## src/rtl/apb_rr_sequencer_pkg.sv

```systemverilog
// Shared definitions for the APB round-robin sequencer: FSM encoding,
// APB slot map geometry and the PSEL slot decoder.
package apb_rr_sequencer_pkg;

    typedef enum logic [1:0] {
        ST_IDLE   = 2'd0,
        ST_SETUP  = 2'd1,
        ST_ACCESS = 2'd2
    } state_t;

    localparam int APB_SLOT_HI = 27;
    localparam int APB_SLOT_LO = 24;
    localparam int APB_NSLOT   = 16;

    // Only the slot nibble is decoded; the top address nibble rides along untouched.
    function automatic logic [APB_NSLOT-1:0] slot_sel(input logic [31:0] addr);
        slot_sel = '0;
        slot_sel[addr[APB_SLOT_HI:APB_SLOT_LO]] = 1'b1;
    endfunction

endpackage

```

## src/rtl/apb_rr_sequencer_pick.sv

```systemverilog
// Combinational round-robin picker: first eligible requester at or after
// ptr+1, wrapping modulo NREQ.
module apb_rr_pick #(
    parameter int NREQ = 4,
    parameter int IW   = 2
) (
    input  logic [NREQ-1:0] elig,
    input  logic [IW-1:0]   ptr,
    output logic            gnt_vld,
    output logic [IW-1:0]   gnt_idx
);

    logic [IW-1:0] cand;

    // Scan from the farthest candidate to the nearest so the nearest one wins.
    always_comb begin
        gnt_vld = 1'b0;
        gnt_idx = '0;
        cand    = '0;
        for (int off = NREQ; off >= 1; off--) begin
            cand = IW'((int'(ptr) + off) % NREQ);
            if (elig[cand]) begin
                gnt_vld = 1'b1;
                gnt_idx = cand;
            end
        end
    end

endmodule

```

## src/rtl/apb_rr_sequencer.sv

```systemverilog
// Shares one APB master port among NREQ requesters in round-robin order;
// each grant becomes one SETUP+ACCESS transfer with optional timeout.
module apb_rr_sequencer
    import apb_rr_sequencer_pkg::*;
#(
    parameter int NREQ    = 4,
    parameter int TIMEOUT = 256,
    parameter int TPD     = 1
) (
    input  logic                 HCLK,
    input  logic                 HRESET,
    input  logic [NREQ-1:0]      REQ,
    input  logic [32*NREQ-1:0]   REQ_ADDR,
    input  logic [NREQ-1:0]      REQ_WRITE,
    input  logic [32*NREQ-1:0]   REQ_WDATA,
    output logic [NREQ-1:0]      DONE,
    output logic [31:0]          RDATA,
    output logic                 ERR,
    output logic [APB_NSLOT-1:0] PSEL,
    output logic [31:0]          PADDR,
    output logic                 PWRITE,
    output logic                 PENABLE,
    output logic [31:0]          PWDATA,
    input  logic [31:0]          PRDATA,
    input  logic                 PREADY,
    input  logic                 PSLVERR
);

    localparam int IW    = $clog2(NREQ);
    localparam int CNT_W = (TIMEOUT > 1) ? $clog2(TIMEOUT) : 1;
    localparam logic [CNT_W-1:0] CNT_LAST = CNT_W'((TIMEOUT > 0) ? TIMEOUT - 1 : 0);

    // TPD annotates board-level output delay; the registered outputs here are zero-delay.
    if (NREQ < 2 || NREQ > 8 || TPD < 0) begin : g_param_check
        $error("apb_rr_sequencer: NREQ must be 2..8 and TPD non-negative");
    end

    state_t         state;
    logic [IW-1:0]  ptr;
    logic [IW-1:0]  idx;
    logic [CNT_W-1:0] cnt;
    logic [NREQ-1:0] eligible;
    logic           gnt_vld;
    logic [IW-1:0]  gnt_idx;
    logic           timed_out;
    logic [31:0]    addr_a  [NREQ];
    logic [31:0]    wdata_a [NREQ];

    for (genvar g = 0; g < NREQ; g++) begin : g_unpack
        assign addr_a[g]  = REQ_ADDR[32*g +: 32];
        assign wdata_a[g] = REQ_WDATA[32*g +: 32];
    end

    // A requester being told DONE this cycle is not re-considered until it has reacted.
    assign eligible  = REQ & ~DONE;
    assign timed_out = (TIMEOUT != 0) && (cnt == CNT_LAST);

    apb_rr_pick #(
        .NREQ (NREQ),
        .IW   (IW)
    ) u_pick (
        .elig    (eligible),
        .ptr     (ptr),
        .gnt_vld (gnt_vld),
        .gnt_idx (gnt_idx)
    );

    always_ff @(posedge HCLK or posedge HRESET) begin
        if (HRESET) begin
            state   <= ST_IDLE;
            ptr     <= IW'(NREQ - 1);
            idx     <= '0;
            cnt     <= '0;
            DONE    <= '0;
            RDATA   <= '0;
            ERR     <= 1'b0;
            PSEL    <= '0;
            PADDR   <= '0;
            PWRITE  <= 1'b0;
            PENABLE <= 1'b0;
            PWDATA  <= '0;
        end else begin
            DONE  <= '0;
            RDATA <= '0;
            ERR   <= 1'b0;
            case (state)
                ST_IDLE: begin
                    if (gnt_vld) begin
                        idx    <= gnt_idx;
                        PADDR  <= addr_a[gnt_idx];
                        PWRITE <= REQ_WRITE[gnt_idx];
                        PWDATA <= wdata_a[gnt_idx];
                        PSEL   <= slot_sel(addr_a[gnt_idx]);
                        state  <= ST_SETUP;
                    end
                end
                ST_SETUP: begin
                    PENABLE <= 1'b1;
                    cnt     <= '0;
                    state   <= ST_ACCESS;
                end
                ST_ACCESS: begin
                    // A slave response in the last allowed cycle beats the timeout.
                    if (PREADY || timed_out) begin
                        RDATA   <= (PREADY && !PWRITE) ? PRDATA : '0;
                        ERR     <= PREADY ? PSLVERR : 1'b1;
                        DONE    <= NREQ'(1) << idx;
                        ptr     <= idx;
                        PSEL    <= '0;
                        PENABLE <= 1'b0;
                        state   <= ST_IDLE;
                    end else begin
                        cnt <= cnt + CNT_W'(1);
                    end
                end
                default: state <= ST_IDLE;
            endcase
        end
    end

endmodule

```

## config.mk

```make
export PLATFORM = sky130hd
export DESIGN_NAME = apb_rr_sequencer
export DESIGN_NICKNAME = d
export VERILOG_FILES = /design/src/rtl/apb_rr_sequencer_pkg.sv /design/src/rtl/apb_rr_sequencer_pick.sv /design/src/rtl/apb_rr_sequencer.sv
export SDC_FILE = /design/constraint.sdc
export NUM_CORES = 1
export LEC_CHECK = 0
export BUFFER_PORTS_ARGS = -buffer_cell sky130_fd_sc_hd__buf_4
export CORE_AREA = 3 3 164 166
export CTS_BUF_LIST = sky130_fd_sc_hd__clkbuf_16
export DETAILED_ROUTE_END_ITERATION = 8
export DIE_AREA = 0 0 167 169
export SLEW_MARGIN = 30
export SYNTH_ARGS = -nofsm -noshare
export SYNTH_HDL_FRONTEND = slang
export SYNTH_SLANG_ARGS = --single-unit
```

## constraint.sdc

```tcl
create_clock -name HCLK -period 7.35 [get_ports HCLK]
set_input_delay 0.735 -clock HCLK [delete_from_list [all_inputs] [get_ports HCLK]]
set_output_delay 0.735 -clock HCLK [all_outputs]
set_load 0.01 [all_outputs]
```

==> key figures <==
Die
  – Starting density of the core: 0.271
  – Die Span Y: 169 µm
  – Full die area: 28,200 µm²
  – Boundary Pins: 419
  – Core area: 25,800 µm²
  – Die Width: 167 µm
  – Core Rows: 59

Logic synthesis
  – Synth Area in XOR/XNOR: 0.00251
  – Cell area after synthesis: 6980 µm²
  – Mapped Avg Cell Area: 9.57 µm²
  – Fraction of the yosys area taken by sequential cells: 0.477
  – Top FF cell, synth: dfrtp_1
  – Compound-gate portion of the synthesized area: 0.260
  – Synth top area share: 0.469
  – Total number of yosys warnings: 0
  – Mux share of post-synthesis cell area: 0.0217
  – Most common cell in the netlist: nand2_1
  – Synth cell types: 44
  – Post-synth EDFFs: 0
  – Syn Nets: 1,031
  – Simple-gate share of the synthesized area: 0.197
  – Cells after Synth: 730
  – Most area-consuming cells after synthesis: dfrtp_1 (47%), and2_1 (8.5%), a311oi_1 (7.6%)
  – Top cells by count, synth: nand2_1 (142), dfrtp_1 (131), and2_1 (95), a21o_1 (62)
  – Post-synth top area cell: dfrtp_1
  – Async set-reset flop share out of synthesis: 1.00
  – #FFs+latches synth: 133
  – Largest family of logic cells by synthesized area: compound AO/OA/AOI/OAI gates
  – Adder-Cell Fraction of Synth Area: 0.00179

Pwr
  – P_leak: 5.60 nW
  – Sequential Power Share: 0.288
  – Switching Power: 1.66 mW
  – P per Cell Area: 368 nW/µm²
  – Combinational group share of total power: 0.495
  – Max rail drop VDD: 185 µV
  – Cell-internal power: 2.39 mW
  – Share of power burned in the clock network: 0.217
  – Switch share: 0.410

CTS
  – H-tree levels: 4
  – Post-CTS Setup Inserts: 0
  – Clock Tree Buf Depth: 2
  – Clock sinks: 133
  – Post-CTS Hold Fix Bufs: 0
  – CTS tree: yes
  – Clk slew on worst S/H paths: 0.07 ns
  – Clk_lat worst skew: 0.42 ns
  – CTS Buf Count: 17
  – CTS resizes: 0
  – Root Driver: clkbuf_16

GRT
  – Largest net degree at the start of global routing: 78
  – Grt total ovfl: 0
  – Initial antenna violation count: 0
  – First-pass GRT wire length: 39,000 µm
  – Tot GR Track Use: 0.173
  – Vias in the first global route: 7,080

Hold path
  – Worst min path class: in2async

Cells and area
  – P&R area growth vs syn: 57.4%
  – Ant. Diodes: 0
  – Final Non-Filler Cells: 1,463
  – Core Util, Final: 0.427
  – Nets: 1,416
  – Share of layout cells above drive strength 1: 0.423

Setup path
  – Worst-path fanout max: 69
  – Buf/Inv on CP: 1
  – Worst Path Required: 7.66 ns
  – Slowest CP cell: buf_4
  – Crit path largest cell delay: 0.71 ns
  – CP Cell Sequence: nand2b_1, a21boi_0, o21ai_0, nand2_4, buf_4, mux2_2, and2_1, a22o_1
  – CP endpoint kind: flip-flop
  – CP delay by family, top: simple AND/OR/NAND/NOR gates
  – Critical path launch point type: flip-flop
  – CP arrival: 3.70 ns
  – Setup CP Type: reg2reg

STA
  – RSZ-0062 raised after global routing: no
  – Period minus WS final: 3.39 ns
  – Setup tns final: 0 ns
  – Clock skew: 0.0116 ns
  – Final period utilization: 0.462
  – Slew HR: 0.474
  – Actual slew at the worst max-slew pin: 0.789 ns
  – Pins Over Slew Limit: 0
  – Endpoints failing setup: 0
  – Fmax: 295 MHz
  – Final hold viol count: 0

Detailed routing
  – Number of remaining DRC errors: 0
  – Routed len/inst: 17.6 µm
  – Via count: 7,125
  – Routed Antenna Nets: 0
  – Iteration-0 DRC Markers: 391
  – Detailed Route WL: 25,800 µm
  – Pre-Repair DR Iteration Count: 4
  – Vias per inst: 4.87

Placed design
  – Hpwl dp: 19,300 µm
  – Port Buffers: 418
  – Routability cong.: 0.845
  – Inst Count DP: 1,431

Job
  – Maxcap violations: 0

Outcome
  – Outcome: finished, final reports clean
power groups by stage:
stage	clock network, mW	logic (mW)	registers [mW]
2_1_floorplan	0	1.12	1.26
3_3_place_gp	0	2.02	1.17
3_5_place_dp	0	2.04	1.17
4_1_cts	0.907	2.04	1.17
5_1_grt	0.941	2.21	1.20
6_report	0.878	2.00	1.16
layout make-up:
type / count / area, µm²
repair buffers: 426 / 3200
clock buffers: 17 / 425
inverters: 5 / 23.8
clock inverters: 15 / 186
well taps: 335 / 419
flip-flops and latches: 133 / 3330
multi-input cells: 532 / 3400
fillers: 2624 / 14800
flip-flops by register name, indices dropped and copies added (netlist names), 4 cells and up:
name	flops
RDATA	32
PSEL	16
PWDATA	32
PADDR	32
cnt	8
DONE	4
path summary, 6_finish.rpt:
kind                            from   endpoint  slack, ns  cells after the start
max in group asynchronous     HRESET     cnt[3]       5.85                      3
min                           HRESET   RDATA[3]       0.35                      2
min reg2reg                PWDATA[7]  PWDATA[7]       0.48                      1
max                          DONE[0]    PSEL[0]       3.96                      8
max reg2reg                  DONE[0]    PSEL[0]       3.96                      8
min in group HCLK          PWDATA[7]  PWDATA[7]       0.48                      1
placed cells by master (no fill, tap or decap), drive strengths merged, types with 7 or more instances in the layout:
cell type	count
o21ai	21
clkbuf	17
a211oi	62
nand3	7
dfrtp	131
nand2	142
nand2b	10
a21o	62
mux2i	8
inv	12
nor2	10
a22o	9
buf	426
a311oi	61
and2	95
kinds of logic (layout without fill, tap and decap cells):
group                    after synthesis  count (layout)
AND/OR/NAND/NOR                      280             280
adder cells (fa/ha/maj)                1               1
buffers and inverters                 65             463
flip-flops                           133             133
AO/OA/AOI/OAI                        235             235
multiplexers                          14              14
XOR/XNOR                               2               2
through the flow:
| stage | hold slack [ns] | setup WS [ns] | power, mW | instance area (µm²) |
|---|---|---|---|---|
| 2_1_floorplan | 0.462 | 3.06 | 2.38 | 6980 |
| 3_5_place_dp | 0.467 | 3.50 | 3.21 | 10400 |
| 3_3_place_gp | 0.461 | 3.54 | 3.19 | 10400 |
| 5_1_grt | 0.379 | 3.69 | 4.35 | 11000 |
| 4_1_cts | 0.356 | 3.86 | 4.12 | 11000 |
| 6_report | 0.347 | 3.96 | 4.05 | 11000 |
layer usage:
layer	vias up	global-route usage	share of wire
met5	-	0	0
met4	0	0.0567	0.023
met3	34	0.0502	0.078
met2	310	0.292	0.50
met1	3364	0.214	0.40
li1	3417	-	-
(Power assumes the default switching activity.)
